`src/rtl/r_format_pkg.sv`:
```
// Shared definitions for the multi-cycle R-format CPU: instruction field layout,
// funct codes, FSM state encoding and the internal ALU operation encoding.
package r_format_pkg;

    localparam int OPC_LSB   = 26;
    localparam int OPC_W     = 6;
    localparam int RS_LSB    = 21;
    localparam int RT_LSB    = 16;
    localparam int RD_LSB    = 11;
    localparam int SHAMT_LSB = 6;
    localparam int SHAMT_W   = 5;
    localparam int FUNCT_LSB = 0;
    localparam int FUNCT_W   = 6;

    localparam logic [5:0] FUNCT_SLL  = 6'h00;
    localparam logic [5:0] FUNCT_SRL  = 6'h02;
    localparam logic [5:0] FUNCT_ADD  = 6'h20;
    localparam logic [5:0] FUNCT_SUB  = 6'h22;
    localparam logic [5:0] FUNCT_AND  = 6'h24;
    localparam logic [5:0] FUNCT_OR   = 6'h25;
    localparam logic [5:0] FUNCT_NOR  = 6'h27;
    localparam logic [5:0] FUNCT_SLT  = 6'h2A;
    localparam logic [5:0] FUNCT_SLTU = 6'h2B;

    typedef enum logic [2:0] {
        IDLE   = 3'd0,
        FETCH  = 3'd1,
        DECODE = 3'd2,
        EXEC   = 3'd3,
        WB     = 3'd4,
        HALT   = 3'd5
    } state_e;

    typedef enum logic [3:0] {
        ALU_ADD, ALU_SUB, ALU_AND, ALU_OR, ALU_NOR,
        ALU_SLT, ALU_SLTU, ALU_SLL, ALU_SRL, ALU_ILL
    } alu_op_e;

    // ALU_ILL marks any funct this core does not implement.
    function automatic alu_op_e decode_funct(input logic [5:0] funct);
        case (funct)
            FUNCT_ADD:  return ALU_ADD;
            FUNCT_SUB:  return ALU_SUB;
            FUNCT_AND:  return ALU_AND;
            FUNCT_OR:   return ALU_OR;
            FUNCT_NOR:  return ALU_NOR;
            FUNCT_SLT:  return ALU_SLT;
            FUNCT_SLTU: return ALU_SLTU;
            FUNCT_SLL:  return ALU_SLL;
            FUNCT_SRL:  return ALU_SRL;
            default:    return ALU_ILL;
        endcase
    endfunction

endpackage

```
`src/rtl/r_format_multicycle_cpu_rf.sv`:
```
// rf_2r1w: REG_NUM x DATA_W register file, two async operand reads, one async
// debug read, one sync write, R0 hardwired to zero, async active-low clear.
module rf_2r1w #(
    parameter int DATA_W  = 32,
    parameter int REG_NUM = 32,
    parameter int IDX_W   = $clog2(REG_NUM)
) (
    input  logic              clk,
    input  logic              rst_n,
    input  logic [IDX_W-1:0]  i_ra1,
    input  logic [IDX_W-1:0]  i_ra2,
    input  logic [IDX_W-1:0]  i_ra3,
    output logic [DATA_W-1:0] o_rd1,
    output logic [DATA_W-1:0] o_rd2,
    output logic [DATA_W-1:0] o_rd3,
    input  logic              i_we,
    input  logic [IDX_W-1:0]  i_wa,
    input  logic [DATA_W-1:0] i_wd
);

    logic [DATA_W-1:0] r_mem [REG_NUM];

    always_ff @(posedge clk or negedge rst_n) begin
        if (!rst_n) begin
            for (int i = 0; i < REG_NUM; i++) begin
                r_mem[i] <= '0;
            end
        end else if (i_we && (i_wa != '0)) begin
            r_mem[i_wa] <= i_wd;
        end
    end

    // Index 0 is decoded to zero on read so R0 never depends on storage.
    assign o_rd1 = (i_ra1 == '0) ? '0 : r_mem[i_ra1];
    assign o_rd2 = (i_ra2 == '0) ? '0 : r_mem[i_ra2];
    assign o_rd3 = (i_ra3 == '0) ? '0 : r_mem[i_ra3];

endmodule

```
`src/rtl/r_format_multicycle_cpu.sv`:
```
// Multi-cycle MIPS R-format CPU: FETCH/DECODE/EXEC/WB over a valid-handshake fetch
// port, with start/halt, debug register access and sticky illegal detection.
// Optional PERF_CNT_EN adds saturating cycle/instruction/stall counters.
module r_format_multicycle_cpu
    import r_format_pkg::*;
#(
    parameter int DATA_W     = 32,
    parameter int REG_NUM    = 32,
    parameter int ADDR_W     = 32,
    parameter int IMEM_BYTES = 128
) (
    input  logic                       clk,
    input  logic                       rst_n,
    input  logic                       start,
    output logic                       instr_req,
    output logic [ADDR_W-1:0]          instr_addr,
    input  logic                       instr_valid,
    input  logic [31:0]                instr_data,
    input  logic                       dbg_we,
    input  logic [$clog2(REG_NUM)-1:0] dbg_addr,
    input  logic [DATA_W-1:0]          dbg_wdata,
    output logic [DATA_W-1:0]          dbg_rdata,
    output logic [ADDR_W-1:0]          pc,
    output logic                       busy,
    output logic                       done,
    output logic                       illegal,
    output logic [2:0]                 dbg_state
`ifdef PERF_CNT_EN
    ,
    output logic [31:0]                cycle_cnt,
    output logic [31:0]                instr_cnt,
    output logic [31:0]                stall_cnt
`endif
);

    localparam int IDX_W = $clog2(REG_NUM);
    localparam logic [ADDR_W-1:0] LAST_PC = ADDR_W'(IMEM_BYTES - 4);
    localparam logic [ADDR_W-1:0] PC_STEP = ADDR_W'(4);

    state_e              r_state;
    logic [ADDR_W-1:0]   r_pc;
    logic [31:0]         r_ir;
    logic [DATA_W-1:0]   r_a;
    logic [DATA_W-1:0]   r_b;
    logic [DATA_W-1:0]   r_alu_out;
    logic                r_wr_ok;
    logic                r_busy;
    logic                r_instr_req;
    logic                r_done;
    logic                r_illegal;

    logic [OPC_W-1:0]    w_opcode;
    logic [FUNCT_W-1:0]  w_funct;
    logic [SHAMT_W-1:0]  w_shamt;
    logic [IDX_W-1:0]    w_rs;
    logic [IDX_W-1:0]    w_rt;
    logic [IDX_W-1:0]    w_rd;
    alu_op_e             w_alu_op;
    logic                w_legal;
    logic                w_shamt_oob;
    logic [DATA_W-1:0]   w_alu_res;
    logic [DATA_W-1:0]   w_rd1;
    logic [DATA_W-1:0]   w_rd2;
    logic                w_idle;
    logic                w_rf_we;
    logic [IDX_W-1:0]    w_wa;
    logic [DATA_W-1:0]   w_wd;
    logic [ADDR_W-1:0]   w_pc_next;

    assign w_opcode    = r_ir[OPC_LSB +: OPC_W];
    assign w_funct     = r_ir[FUNCT_LSB +: FUNCT_W];
    assign w_shamt     = r_ir[SHAMT_LSB +: SHAMT_W];
    assign w_rs        = r_ir[RS_LSB +: IDX_W];
    assign w_rt        = r_ir[RT_LSB +: IDX_W];
    assign w_rd        = r_ir[RD_LSB +: IDX_W];
    assign w_alu_op    = decode_funct(w_funct);
    assign w_legal     = (w_opcode == '0) && (w_alu_op != ALU_ILL);
    assign w_shamt_oob = (32'(w_shamt) >= 32'(DATA_W));
    assign w_pc_next   = r_pc + PC_STEP;
    assign w_idle      = (r_state == IDLE) || (r_state == HALT);

    always_comb begin
        w_alu_res = '0;
        case (w_alu_op)
            ALU_ADD:  w_alu_res = r_a + r_b;
            ALU_SUB:  w_alu_res = r_a - r_b;
            ALU_AND:  w_alu_res = r_a & r_b;
            ALU_OR:   w_alu_res = r_a | r_b;
            ALU_NOR:  w_alu_res = ~(r_a | r_b);
            ALU_SLT:  w_alu_res = {{(DATA_W-1){1'b0}}, ($signed(r_a) < $signed(r_b))};
            ALU_SLTU: w_alu_res = {{(DATA_W-1){1'b0}}, (r_a < r_b)};
            ALU_SLL:  w_alu_res = w_shamt_oob ? '0 : (r_b << w_shamt);
            ALU_SRL:  w_alu_res = w_shamt_oob ? '0 : (r_b >> w_shamt);
            default:  w_alu_res = '0;
        endcase
    end

    // The write port is shared: WB owns it while running, the debug port otherwise.
    assign w_rf_we = ((r_state == WB) && r_wr_ok) || (w_idle && dbg_we);
    assign w_wa    = (r_state == WB) ? w_rd : dbg_addr;
    assign w_wd    = (r_state == WB) ? r_alu_out : dbg_wdata;

    rf_2r1w #(
        .DATA_W  (DATA_W),
        .REG_NUM (REG_NUM),
        .IDX_W   (IDX_W)
    ) u_rf (
        .clk   (clk),
        .rst_n (rst_n),
        .i_ra1 (w_rs),
        .i_ra2 (w_rt),
        .i_ra3 (dbg_addr),
        .o_rd1 (w_rd1),
        .o_rd2 (w_rd2),
        .o_rd3 (dbg_rdata),
        .i_we  (w_rf_we),
        .i_wa  (w_wa),
        .i_wd  (w_wd)
    );

    always_ff @(posedge clk or negedge rst_n) begin
        if (!rst_n) begin
            r_state     <= IDLE;
            r_pc        <= '0;
            r_ir        <= '0;
            r_a         <= '0;
            r_b         <= '0;
            r_alu_out   <= '0;
            r_wr_ok     <= 1'b0;
            r_busy      <= 1'b0;
            r_instr_req <= 1'b0;
            r_done      <= 1'b0;
            r_illegal   <= 1'b0;
        end else begin
            r_done <= 1'b0;
            case (r_state)
                IDLE, HALT: begin
                    if (start) begin
                        r_state     <= FETCH;
                        r_pc        <= '0;
                        r_illegal   <= 1'b0;
                        r_busy      <= 1'b1;
                        r_instr_req <= 1'b1;
                    end
                end
                FETCH: begin
                    if (instr_valid) begin
                        r_ir        <= instr_data;
                        r_instr_req <= 1'b0;
                        r_state     <= DECODE;
                    end
                end
                DECODE: begin
                    r_a     <= w_rd1;
                    r_b     <= w_rd2;
                    r_state <= EXEC;
                end
                EXEC: begin
                    r_alu_out <= w_alu_res;
                    r_wr_ok   <= w_legal;
                    r_state   <= WB;
                end
                WB: begin
                    // An illegal instruction still retires as a NOP so the PC advances.
                    r_pc <= w_pc_next;
                    if (!r_wr_ok) begin
                        r_illegal <= 1'b1;
                    end
                    if (w_pc_next >= LAST_PC) begin
                        r_state <= HALT;
                        r_busy  <= 1'b0;
                        r_done  <= 1'b1;
                    end else begin
                        r_state     <= FETCH;
                        r_instr_req <= 1'b1;
                    end
                end
                default: begin
                    r_state     <= IDLE;
                    r_busy      <= 1'b0;
                    r_instr_req <= 1'b0;
                end
            endcase
        end
    end

    assign instr_req  = r_instr_req;
    assign instr_addr = r_pc;
    assign pc         = r_pc;
    assign busy       = r_busy;
    assign done       = r_done;
    assign illegal    = r_illegal;
    assign dbg_state  = r_state;

`ifdef PERF_CNT_EN
    logic [31:0] r_cycle_cnt;
    logic [31:0] r_instr_cnt;
    logic [31:0] r_stall_cnt;

    always_ff @(posedge clk or negedge rst_n) begin
        if (!rst_n) begin
            r_cycle_cnt <= '0;
            r_instr_cnt <= '0;
            r_stall_cnt <= '0;
        end else if (w_idle && start) begin
            r_cycle_cnt <= '0;
            r_instr_cnt <= '0;
            r_stall_cnt <= '0;
        end else begin
            if (r_busy && (r_cycle_cnt != '1)) begin
                r_cycle_cnt <= r_cycle_cnt + 32'd1;
            end
            if ((r_state == WB) && (r_instr_cnt != '1)) begin
                r_instr_cnt <= r_instr_cnt + 32'd1;
            end
            if ((r_state == FETCH) && !instr_valid && (r_stall_cnt != '1)) begin
                r_stall_cnt <= r_stall_cnt + 32'd1;
            end
        end
    end

    assign cycle_cnt = r_cycle_cnt;
    assign instr_cnt = r_instr_cnt;
    assign stall_cnt = r_stall_cnt;
`endif

endmodule

```
`config.mk`:
```
export PLATFORM = sky130hd
export DESIGN_NAME = r_format_multicycle_cpu
export DESIGN_NICKNAME = d
export VERILOG_FILES = /design/src/rtl/r_format_pkg.sv /design/src/rtl/r_format_multicycle_cpu_rf.sv /design/src/rtl/r_format_multicycle_cpu.sv
export SDC_FILE = /design/constraint.sdc
export NUM_CORES = 2
export LEC_CHECK = 0
export CORE_MARGIN = 5
export CORE_UTILIZATION = 60
export DETAILED_ROUTE_END_ITERATION = 7
export GPL_TIMING_DRIVEN = 0
export HOLD_SLACK_MARGIN = 0.12
export PLACE_DENSITY = 0.77
export SYNTH_ARGS = -nofsm -noshare
export SYNTH_HDL_FRONTEND = slang
export SYNTH_HIERARCHICAL = 1
export SYNTH_SLANG_ARGS = --single-unit
export TNS_END_PERCENT = 1
```
`constraint.sdc`:
```
create_clock -name clk -period 6.35 [get_ports clk]
set_input_delay 0.635 -clock clk [delete_from_list [all_inputs] [get_ports clk]]
set_output_delay 0.635 -clock clk [all_outputs]
set_load 0.05 [all_outputs]
```
==> results.txt <==
- Outcome: finished with violations
* Violations in the final reports: design-rule violations, max-capacitance violations, max-slew violations, negative setup slack
- Unrepaired setup endpoints after global routing: yes
- Dividing the synthesized area by the synthesized cell count gives 12.3 sq um.
- CTS clock-pin slew for the worst setup and hold paths: 0.05 ns
- Overall die height: 374 microns
- Area growth from synthesis to layout: 11.5%
* Count of final hold-check violations: 0
- Remaining antenna violation count after routing: 0
- After technology mapping, the gate count stands at 6453.
- Final period demand of the worst path: roughly 6.7 ns
- Total congestion overflow after global routing: 0
- Worst Path Buf+Inv: 5
- Final worst slack: -0.307 ns
- The post-route netlist has 32.8% of its cells at a drive strength greater than 1.
- For this run, design rule violations remaining after detail routing come to 26.
- Final Max Tran Viols: 120
- Via count of the first global-routing pass: 66700
* Maximum number of pins on one net before global-route repair: ~190
- Across the run, the number of max-cap violations was 19.
- Floorplan die width: 374 microns
* Wire length per cell: ~43 microns
- For this run, the leading register cell type out of synthesis is sky130_fd_sc_hd__dfrtp_1.
* Area of the core: 132000 sq um
- Final estimated routing congestion in global placement: 1.08
- Arrival time reported for the critical path endpoint: 6.02 ns
- Initial Util: 60.4%
- Once the clock tree was built, the setup fixing pass inserted 0 buffers.
- Unique cell type count in the Yosys netlist: 104
- Post-layout nets: 6960
* H-tree depth: 4
- Worst hold path type: in -> reg
- Clock buffers created by TritonCTS: 135
- The clock passes through at most 3 buffers.
* Transition at the pin with the smallest max-transition slack: 1.62 ns
- Detailed router's first-iteration violation count: 12600
- Capturing element type of the critical path: output pin
* Multi-input logic area: 46000 sq um
* Max Clock Freq: 150 MHz
- Number of input and output port buffers inserted: 172
- Data on the critical path is required at its endpoint by 5.71 ns.
- Summed over all nets, the half-perimeter wirelength after detailed placement is 275 mm.
* Vias post-DR: between 60000 and 70000
- In this run the tightest slew margin relative to its limit is -9.17%.
- Number of antenna violations at the first check in global routing: 31
* Die Footprint: 140000 sq um
- Total of fill cells in the finished design: 9743
- The floorplan has 133 rows.
- Counting every sink on the clock net gives approximately 1200.
- The tree is rooted in a sky130_fd_sc_hd__clkbuf_16.
* Power density relative to cell area: between 500 and 600 nW/um^2
- Clock network latency to the later pin of the worst-skew pair: approximately 0.82 ns
- Iteration count of the initial detailed-routing pass: 8
- TritonCTS clock tree: built
- Post-synthesis instance area: 79500 sq um
- The share of the Yosys chip area taken by registers is 37.4%.
- In this design, the largest share of critical-path delay is due to buffers and inverters.
* Number of setup violations in the final report: 13
* EDFF count, synth: 0
* VDD IR-drop max: 0.333 mV
* Setup CP Type: in -> out
- Cells fill 67.4% of the core in the end.
- Yosys Warn Count: 6
- 177 I/O pins were placed.
- Worst Setup Start Kind: input pin
- Wire length of the first global-routing pass: approximately 520 mm
- Cell chain of the critical path: clkdlybuf4s50_1, buf_2, nor2b_1, clkbuf_1, clkbuf_1, a22o_1, a211oi_1, nor3_1, clkdlybuf4s50_1
- Synth Register Bits: roughly 1200
- Leakage power summed over all cells: 38.3 nW
- Of all nets on the critical path, the largest fanout is 10.
- Across every metal layer, demand over resource in global routing totals 52.4%.
* Maximum clock skew at final layout: 0.0547 ns
* CP max stage delay: 0.99 ns
- Of the available clock period, the critical path in the final layout requires 105%.
* Critical Path Slowest Stage Cell: sky130_fd_sc_hd__clkbuf_1
- For this block, the routed nets add up to 375 mm of wire.
- Ys async rst share: 100%
- Register area: 29800 sq um
- After layout, the design draws a total of 47.1 mW.
* Vias/cell: approximately 7.9
* Final Hold Slack: 0.430 ns
==> where the power goes <==
group | switching, mW | total [mW] | internal, mW | leakage [nW]
logic | 16.4 | 26.1 | 9.64 | 20.1
registers | 2.81 | 12.6 | 9.79 | 15.9
clock network | 3.58 | 8.45 | 4.87 | 2.30
==> metrics by stage <==
stage                     TNS (ns)  std cells  worst slack [ns]  cell area, sq um
after floorplan                  0       6456              1.63             79600
after global placement           -       8383            -48.67             83500
after detailed placement    -0.358       8394            -0.172             83700
after CTS                        0       8639            0.0177             88500
after global routing       -0.0616       8656           -0.0340             88600
final                        -2.13       8680            -0.307             88700
==> state kept, by name, indices dropped and copies added, names as in the netlist <==
signal,count
instr_req,1
u_rf/r_mem,1024
busy,1
r_wr_ok,1
r_alu_out,32
done,1
instr_addr,30
r_a,32
illegal,1
r_ir,32
dbg_state,3
r_b,32
==> cell type report <==
class | count | area share, %
repair buffers | 192 | 2.31
multi-input cells | 4442 | 51.9
clock buffers | 178 | 4.36
plain buffers | 711 | 3.81
clock inverters | 66 | 0.968
inverters | 113 | 0.478
diodes | 33 | 0.0931
well taps | 1755 | 2.48
flip-flops and latches | 1190 | 33.6
==> worst register-to-register path, stage by stage, from the launching register on <==
cell	delay, ns
sky130_fd_sc_hd__dfrtp_1	0.72
sky130_fd_sc_hd__buf_2	0.64
sky130_fd_sc_hd__buf_1	1.15
sky130_fd_sc_hd__clkbuf_1	0.87
sky130_fd_sc_hd__a211oi_1	0.44
sky130_fd_sc_hd__nor4_1	1.34
sky130_fd_sc_hd__nand2_1	0.27
sky130_fd_sc_hd__o21ai_0	0.16
==> timing repair <==
item,in CTS,in global routing
pin swaps,0,1
setup endpoints to repair,3,12
hold endpoints to repair,132,0
gates resized for setup,2,14
hold buffers,1,0
==> Yosys cell counts (13+ instances only) <==
cell type                   number  area (sq um)
sky130_fd_sc_hd__nand2_1       339          1270
sky130_fd_sc_hd__nand4_1        17           106
sky130_fd_sc_hd__nand3_1        62           310
sky130_fd_sc_hd__and3_1         21           131
sky130_fd_sc_hd__a22oi_1       109           818
sky130_fd_sc_hd__a2111oi_0      37           324
sky130_fd_sc_hd__a221oi_1       23           201
sky130_fd_sc_hd__o211ai_1       13          97.6
sky130_fd_sc_hd__o31ai_1        19           143
sky130_fd_sc_hd__a22o_1         50           438
sky130_fd_sc_hd__mux2i_1       380          3800
sky130_fd_sc_hd__o22ai_1        98           613
sky130_fd_sc_hd__nor2_1        196           736
sky130_fd_sc_hd__nand2b_1       27           169
sky130_fd_sc_hd__inv_1         107           402
sky130_fd_sc_hd__buf_1          81           304
sky130_fd_sc_hd__a211oi_1      144          1080
sky130_fd_sc_hd__buf_6          27           304
sky130_fd_sc_hd__mux4_2        692         15600
sky130_fd_sc_hd__mux2_2       1001         11300
sky130_fd_sc_hd__nor4_1         57           357
sky130_fd_sc_hd__nor3_1         86           430
sky130_fd_sc_hd__and2_1         17           106
sky130_fd_sc_hd__clkbuf_1      373          1400
sky130_fd_sc_hd__o21ai_0       189           946
sky130_fd_sc_hd__dfrtp_1      1190         29800
sky130_fd_sc_hd__or3_1          15          93.8
sky130_fd_sc_hd__a21o_1         21           158
sky130_fd_sc_hd__ha_1           99          1240
sky130_fd_sc_hd__a31oi_1        42           263
sky130_fd_sc_hd__o21ai_1        54           270
sky130_fd_sc_hd__mux2_1        105          1180
sky130_fd_sc_hd__nor2b_1        86           538
sky130_fd_sc_hd__o21bai_1       18           135
sky130_fd_sc_hd__a21oi_1       180           901
sky130_fd_sc_hd__o221ai_1       45           394
sky130_fd_sc_hd__buf_4          74           556
sky130_fd_sc_hd__buf_2         154           771
==> layout by cell type (no fill, tap or decap), types with 33 or more instances in the layout <==
master	synthesis	final
sky130_fd_sc_hd__a211oi_1	144	140
sky130_fd_sc_hd__a21oi_1	180	180
sky130_fd_sc_hd__a22o_1	50	50
sky130_fd_sc_hd__a22oi_1	109	109
sky130_fd_sc_hd__a31oi_1	42	42
sky130_fd_sc_hd__buf_1	81	81
sky130_fd_sc_hd__buf_2	154	156
sky130_fd_sc_hd__buf_4	74	75
sky130_fd_sc_hd__clkbuf_1	373	377
sky130_fd_sc_hd__clkbuf_16	0	138
sky130_fd_sc_hd__clkdlybuf4s50_1	0	171
sky130_fd_sc_hd__dfrtp_1	1190	1190
sky130_fd_sc_hd__diode_2	0	33
sky130_fd_sc_hd__ha_1	99	99
sky130_fd_sc_hd__inv_1	107	107
sky130_fd_sc_hd__mux2_1	105	105
sky130_fd_sc_hd__mux2_2	1001	1001
sky130_fd_sc_hd__mux2i_1	380	380
sky130_fd_sc_hd__mux4_2	692	692
sky130_fd_sc_hd__nand2_1	339	339
sky130_fd_sc_hd__nand3_1	62	62
sky130_fd_sc_hd__nor2_1	196	196
sky130_fd_sc_hd__nor2b_1	86	86
sky130_fd_sc_hd__nor3_1	86	85
sky130_fd_sc_hd__nor4_1	57	57
sky130_fd_sc_hd__o21ai_0	189	188
sky130_fd_sc_hd__o21ai_1	54	55
sky130_fd_sc_hd__o221ai_1	45	45
sky130_fd_sc_hd__o22ai_1	98	98
==> layer usage <==
layer  track usage (%)  routed length, microns  share of wire, %  vias to the layer above
met3              27.2                   61000                16                     2085
met1              58.6                  117000                31                    34400
li1                  -                       -                 -                    25700
met4              43.8                   41600                11                       26
met5             0.858                     368             0.098                        -
met2              73.8                  155000                41                     6695
==> cell families (layout without fill, tap and decap cells) <==
kind of cell	count (synthesis)	in the layout	share of synthesized area [%]
AOI/OAI and AO/OA	1147	1147	9.77
xor gates and xnor gates	15	15	0.165
and+or+nand+nor	990	990	6.08
muxes	2184	2184	40.2
buffers and inverters	824	1260	4.76
other	1	37	0.00471
DFF	1190	1190	37.4
adders and majority gates	102	102	1.62
==> worst paths after layout <==
check / start / endpoint / slack (ns) / cells after the start
min in group asynchronous: rst_n / u_rf/r_mem[88]$_DFFE_PN0P_ / 0.46 / 2
worst min-delay path: instr_data[8] / r_ir[8]$_DFFE_PN0P_ / 0.43 / 3
max in group asynchronous: rst_n / r_alu_out[0]$_DFFE_PN0P_ / 3.22 / 5
worst min register to register: r_alu_out[22]$_DFFE_PN0P_ / r_alu_out[22]$_DFFE_PN0P_ / 0.51 / 1
worst max-delay path: dbg_addr[1] / dbg_rdata[17] / -0.31 / 9
worst max register to register: r_ir[21]$_DFFE_PN0P_ / r_a[1]$_DFFE_PN0P_ / 0.69 / 7
Power figures use the tool's default switching activity.
